**src/rtl/mips_isa_pkg.sv**
```systemverilog
// Shared MIPS opcode/funct table and request-op numbering, used by both the
// control decoder and the instruction encoder/loader.
package mips_isa_pkg;

    typedef enum logic [3:0] {
        OP_ADD  = 4'd0,
        OP_SUB  = 4'd1,
        OP_AND  = 4'd2,
        OP_OR   = 4'd3,
        OP_SLT  = 4'd4,
        OP_ADDI = 4'd5,
        OP_ANDI = 4'd6,
        OP_BEQ  = 4'd7,
        OP_BNE  = 4'd8,
        OP_LW   = 4'd9,
        OP_SW   = 4'd10,
        OP_J    = 4'd11
    } op_e;

    localparam logic [5:0] OPC_RTYPE = 6'b000000;
    localparam logic [5:0] OPC_J     = 6'b000010;
    localparam logic [5:0] OPC_BEQ   = 6'b000100;
    localparam logic [5:0] OPC_BNE   = 6'b000101;
    localparam logic [5:0] OPC_ADDI  = 6'b001000;
    localparam logic [5:0] OPC_ANDI  = 6'b001100;
    localparam logic [5:0] OPC_LW    = 6'b100011;
    localparam logic [5:0] OPC_SW    = 6'b101011;

    localparam logic [5:0] FUNCT_ADD = 6'b100000;
    localparam logic [5:0] FUNCT_SUB = 6'b100010;
    localparam logic [5:0] FUNCT_AND = 6'b100100;
    localparam logic [5:0] FUNCT_OR  = 6'b100101;
    localparam logic [5:0] FUNCT_SLT = 6'b101010;

    typedef enum logic [1:0] {
        ST_IDLE  = 2'd0,
        ST_WRITE = 2'd1,
        ST_DONE  = 2'd2
    } state_e;

endpackage

```
**src/rtl/instr_word_encode.sv**
```systemverilog
// Combinational encoder: symbolic op + register/immediate fields -> 32-bit
// MIPS instruction word, flagging op codes outside the supported set.
module instr_word_encode
    import mips_isa_pkg::*;
(
    input  logic [3:0]  op_i,
    input  logic [4:0]  rs_i,
    input  logic [4:0]  rt_i,
    input  logic [4:0]  rd_i,
    input  logic [15:0] imm_i,
    input  logic [25:0] target_i,
    output logic [31:0] word_o,
    output logic        illegal_o
);

    always_comb begin
        word_o    = '0;
        illegal_o = 1'b0;
        case (op_i)
            OP_ADD:  word_o = {OPC_RTYPE, rs_i, rt_i, rd_i, 5'b00000, FUNCT_ADD};
            OP_SUB:  word_o = {OPC_RTYPE, rs_i, rt_i, rd_i, 5'b00000, FUNCT_SUB};
            OP_AND:  word_o = {OPC_RTYPE, rs_i, rt_i, rd_i, 5'b00000, FUNCT_AND};
            OP_OR:   word_o = {OPC_RTYPE, rs_i, rt_i, rd_i, 5'b00000, FUNCT_OR};
            OP_SLT:  word_o = {OPC_RTYPE, rs_i, rt_i, rd_i, 5'b00000, FUNCT_SLT};
            OP_ADDI: word_o = {OPC_ADDI, rs_i, rt_i, imm_i};
            OP_ANDI: word_o = {OPC_ANDI, rs_i, rt_i, imm_i};
            OP_BEQ:  word_o = {OPC_BEQ,  rs_i, rt_i, imm_i};
            OP_BNE:  word_o = {OPC_BNE,  rs_i, rt_i, imm_i};
            OP_LW:   word_o = {OPC_LW,   rs_i, rt_i, imm_i};
            OP_SW:   word_o = {OPC_SW,   rs_i, rt_i, imm_i};
            OP_J:    word_o = {OPC_J, target_i};
            default: illegal_o = 1'b1;
        endcase
    end

endmodule

```
**src/rtl/instr_encoder_loader.sv**
```systemverilog
// Accepts symbolic instruction requests, encodes them and writes them one by
// one into instruction memory, tracking word count and sticky error flags.
module instr_encoder_loader
    import mips_isa_pkg::*;
#(
    parameter int unsigned ADDR_W    = 8,
    parameter int unsigned BASE_ADDR = 0
) (
    input  logic              clk,
    input  logic              rst,
    input  logic              start,
    input  logic              req_valid,
    output logic              req_ready,
    input  logic [3:0]        req_op,
    input  logic [4:0]        req_rs,
    input  logic [4:0]        req_rt,
    input  logic [4:0]        req_rd,
    input  logic [15:0]       req_imm,
    input  logic [25:0]       req_target,
    input  logic              req_last,
    output logic              imem_we,
    output logic [ADDR_W-1:0] imem_addr,
    output logic [31:0]       imem_wdata,
    input  logic              imem_ack,
    output logic              done,
    output logic              err_illegal,
    output logic              err_wrap,
    output logic [ADDR_W:0]   instr_count
);

    localparam logic [ADDR_W-1:0] BASE      = ADDR_W'(BASE_ADDR);
    localparam logic [ADDR_W:0]   COUNT_MAX = {1'b1, {ADDR_W{1'b0}}};

    state_e              state_q;
    logic                ready_q;
    logic                we_q;
    logic [ADDR_W-1:0]   addr_q;
    logic [ADDR_W-1:0]   addr_d;
    logic [31:0]         wdata_q;
    logic                done_q;
    logic                err_illegal_q;
    logic                err_wrap_q;
    logic [ADDR_W:0]     count_q;
    logic [ADDR_W:0]     count_d;
    logic                last_q;

    logic [31:0]         enc_word;
    logic                enc_illegal;

    instr_word_encode u_encode (
        .op_i      (req_op),
        .rs_i      (req_rs),
        .rt_i      (req_rt),
        .rd_i      (req_rd),
        .imm_i     (req_imm),
        .target_i  (req_target),
        .word_o    (enc_word),
        .illegal_o (enc_illegal)
    );

    // ready_q is only ever set in IDLE; masking with start lets start win
    // the cycle without the source seeing a completed handshake.
    assign req_ready   = ready_q & ~start;
    assign imem_we     = we_q;
    assign imem_addr   = addr_q;
    assign imem_wdata  = wdata_q;
    assign done        = done_q;
    assign err_illegal = err_illegal_q;
    assign err_wrap    = err_wrap_q;
    assign instr_count = count_q;

    always_comb begin
        addr_d  = addr_q + 1'b1;
        count_d = (count_q == COUNT_MAX) ? count_q : count_q + 1'b1;
    end

    always_ff @(posedge clk or posedge rst) begin
        if (rst) begin
            state_q       <= ST_IDLE;
            ready_q       <= 1'b1;
            we_q          <= 1'b0;
            addr_q        <= BASE;
            wdata_q       <= '0;
            done_q        <= 1'b0;
            err_illegal_q <= 1'b0;
            err_wrap_q    <= 1'b0;
            count_q       <= '0;
            last_q        <= 1'b0;
        end else begin
            case (state_q)
                ST_IDLE: begin
                    if (start) begin
                        addr_q        <= BASE;
                        count_q       <= '0;
                        err_illegal_q <= 1'b0;
                        err_wrap_q    <= 1'b0;
                    end else if (req_valid) begin
                        if (enc_illegal) begin
                            err_illegal_q <= 1'b1;
                            if (req_last) begin
                                state_q <= ST_DONE;
                                ready_q <= 1'b0;
                                done_q  <= 1'b1;
                            end
                        end else begin
                            wdata_q <= enc_word;
                            we_q    <= 1'b1;
                            last_q  <= req_last;
                            ready_q <= 1'b0;
                            state_q <= ST_WRITE;
                        end
                    end
                end
                ST_WRITE: begin
                    if (imem_ack) begin
                        we_q    <= 1'b0;
                        addr_q  <= addr_d;
                        count_q <= count_d;
                        if (addr_q == '1) begin
                            err_wrap_q <= 1'b1;
                        end
                        if (last_q) begin
                            state_q <= ST_DONE;
                            done_q  <= 1'b1;
                        end else begin
                            state_q <= ST_IDLE;
                            ready_q <= 1'b1;
                        end
                    end
                end
                ST_DONE: begin
                    done_q  <= 1'b0;
                    ready_q <= 1'b1;
                    state_q <= ST_IDLE;
                end
                default: begin
                    state_q <= ST_IDLE;
                    ready_q <= 1'b1;
                    we_q    <= 1'b0;
                    done_q  <= 1'b0;
                end
            endcase
        end
    end

endmodule

```
**config.mk**
```make
export PLATFORM = sky130hd
export DESIGN_NAME = instr_encoder_loader
export DESIGN_NICKNAME = d
export VERILOG_FILES = /design/src/rtl/mips_isa_pkg.sv /design/src/rtl/instr_word_encode.sv /design/src/rtl/instr_encoder_loader.sv
export SDC_FILE = /design/constraint.sdc
export NUM_CORES = 1
export LEC_CHECK = 0
export ABC_AREA = 1
export BUFFER_PORTS_ARGS = -buffer_cell sky130_fd_sc_hd__buf_2
export CAP_MARGIN = 20
export CORE_ASPECT_RATIO = 0.7
export CORE_UTILIZATION = 53
export CTS_BUF_LIST = sky130_fd_sc_hd__clkbuf_8 sky130_fd_sc_hd__clkbuf_16
export DETAILED_ROUTE_END_ITERATION = 10
export PLACE_DENSITY_LB_ADDON = 0.2
export SLEW_MARGIN = 15
export SYNTH_ARGS = -nofsm -noshare
export SYNTH_HDL_FRONTEND = slang
export SYNTH_SLANG_ARGS = --single-unit
```
**constraint.sdc**
```tcl
create_clock -name clk -period 4.09 [get_ports clk]
set_input_delay 0.818 -clock clk [delete_from_list [all_inputs] [get_ports clk]]
set_output_delay 0.818 -clock clk [all_outputs]
set_load 0.02 [all_outputs]
```
==> flow_summary.yaml <==
clock_tree:
  cts_buffers: 5
  clock-root-buffer: "clkbuf_8"
  ctsHoldBuffers: 0
  clk_pin_slew_ns: 0.11
  cts_setup_buffers: 0
  cts_max_path_buffers: 2
  cts_resized: 0
  cts_tree: "yes"
  worstSkewPairLatency_ns: 0.31
  cts.sinks: 56
  htreeDepth: 2
floorplan:
  placement_rows: 23
  die_w_microns: 94.4
  initial_core_util_pct: 55.3
  die_area_sq_um: 6290
  core_sq_um: 5730
  ioPinCount: 121
  die_h_microns: 66.6
timing:
  timing.fmax_ghz: 0.483
  tightest_slew_ns: 0.725
  finalHoldViolCount: 0
  clock_skew_ns: 0.00962
  setup_viol: 0
  whs_ns: 0.493
  worst_slack_ns: 2.02
  slew_headroom_pct: 51.5
  finalMaxSlewViolations: 0
  setup_tns_ns: 0
  post-route-min-period_ns: 2.07
  fin_crit_sh_pct: 50.7
  rsz0062_at_grt: "no"
placed_design:
  dpl.hpwl_microns: 5650
  place_ws_ns: 1.82
  gp_congestion: 0.879
  portBuffers: 119
  dp.cells: 628
power_and_ir_drop:
  power_density_nw_per_um2: 485
  p_sw_share_pct: 41.9
  internal-power_mw: 1.09
  power_frac_comb_pct: 40.3
  power_frac_clock_pct: 16.6
  ir_drop_mv: 0.318
  seq_power_share_pct: 43.1
  p_leak_nw: 2.09
  p_sw_mw: 0.785
grt:
  grt_pass1_vias: 2662
  antenna_found_initial: 0
  grt_usage_pct: 25.3
  gr-total-overflow: 0
  grt_pass1_wl_microns: 12400
  grt_max_degree: 34
worst_setup_path:
  worstPathRequired_ns: 3.27
  r2r_setup_slack_ns: 2.22
  path_max_fanout: 7
  timing.rr.start: "state_q[1]"
  critPathArrivalTime_ns: 1.25
  reg2reg_depth: 6
  cp-end-kind: "output port"
  crit_path_start: "start"
  reg2reg_to: "imem_wdata[1]"
  crit_path_start_kind: "primary input"
  path_class: "in2out"
layout:
  drive_gt1_share_pct: 25.8
  final_common_cell: "nand2_1"
  final_cells: 636
  final_cell_mix: "nand2_1 (125), buf_2 (119), nor2_1 (67), dfrtp_1 (55), inv_1 (53)"
  nets: 630
  area_growth_pct: 22.2
  fin_util_pct: 67.5
  antenna-diode-count: 0
hold_path:
  hold_depth: 2
  min_to: "imem_wdata[26]"
  worstHoldPathType: "reg2reg"
  min-delay-start: "imem_wdata[26]"
flow_run:
  maxCapViolCount: 0
routing:
  drt-initial-drc-count: 169
  wire_per_inst_microns: 12.0
  drcViolationCount: 0
  wl_microns: 7660
  viasPerCell: 4.99
  ant_nets: 0
  num_vias: 3174
  first_pass_iters: 5
synthesis:
  synth_area_per_cell_sq_um: 7.11
  synth_nets: 515
  syn_inst: 445
  synth_area_sq_um: 3160
  ys_types: 31
  ys_seq_area_share_pct: 44.3
  ys_ff_latch: 56
  yosys_warnings: 0
status:
  outcome: "finished, final reports clean"
-- critical path, cell delays in order --
cell	delay (ns)
buf_2	0.14
nor2_1	0.12
buf_2	0.17
-- cell families after synthesis --
family | after synthesis | share of synthesized area, %
fa+ha+maj | 3 | 1.19
compound gates | 67 | 11.2
simple gates | 248 | 33.2
xor+xnor | 1 | 0.277
buf+inv | 69 | 9.65
flops | 56 | 44.3
other cells | 1 | 0.119
-- sequential cells by signal, summed over array words and instances, names as in the netlist --
signal       flops
instr_count      9
state_q          2
err_illegal      1
done             1
last_q           1
err_wrap         1
imem_we          1
ready_q          1
imem_wdata      31
imem_addr        8
-- metrics by stage --
stage / power, mW / cell area [sq um]
after global routing: 2.01 / 3870
after global placement: 1.56 / 3770
final: 1.87 / 3870
after detailed placement: 1.57 / 3770
after CTS: 1.89 / 3870
after floorplan: 1.33 / 3160
-- per-layer routing --
| layer | up-vias | wire (microns) | GRT usage, % |
|---|---|---|---|
| li1 | 1629 | - | - |
| met1 | 1411 | 3670 | 36.2 |
| met2 | 124 | 3360 | 38.7 |
| met3 | 10 | 546 | 6.16 |
| met4 | 0 | 82 | 5.00 |
| met5 | - | 0 | 0 |
-- worst max path at each step --
stage / end / slack [ns] / cells after the start
floorplan: done / 1.90 / 1
global placement: imem_wdata[31] / 1.86 / 6
detailed placement: imem_wdata[12] / 1.82 / 7
CTS: req_ready / 2.01 / 3
global route: imem_wdata[12] / 1.95 / 7
finish: req_ready / 2.02 / 3
-- final cells by class --
type                            count  area [sq um]
Fill cell                         504          1860
Multi-Input combinational cell    320          1460
Sequential cell                    56          1400
Timing Repair Buffer              121           611
Inverter                           56           210
Tap cell                           75          93.8
Clock buffer                        5          68.8
Clock inverter                      3          23.8
-- synth_stat cells (all sizes together) --
library cell    n  share of area (%)
nand2         129                 16
nor2           71                9.5
inv            56                6.6
dfrtp          55                 43
a21oi          35                5.5
nand3          33                5.4
o21ai          29                4.9
buf            13                3.0
nor3            6               0.95
or2             6                1.2
ha              3                1.2
nand4           3               0.59
a22o            1               0.28
a22oi           1               0.24
conb            1               0.12
dfstp           1               0.83
o21bai          1               0.24
xor2            1               0.28
-- power groups by stage --
stage / clock [mW] / sequential (mW) / combinational [mW]
3_3_place_gp: 0 / 0.814 / 0.742
6_report: 0.311 / 0.808 / 0.755
4_1_cts: 0.323 / 0.808 / 0.759
3_5_place_dp: 0 / 0.817 / 0.758
5_1_grt: 0.345 / 0.830 / 0.836
2_1_floorplan: 0 / 0.993 / 0.332
Note: power is estimated with default switching activity, not from simulation.
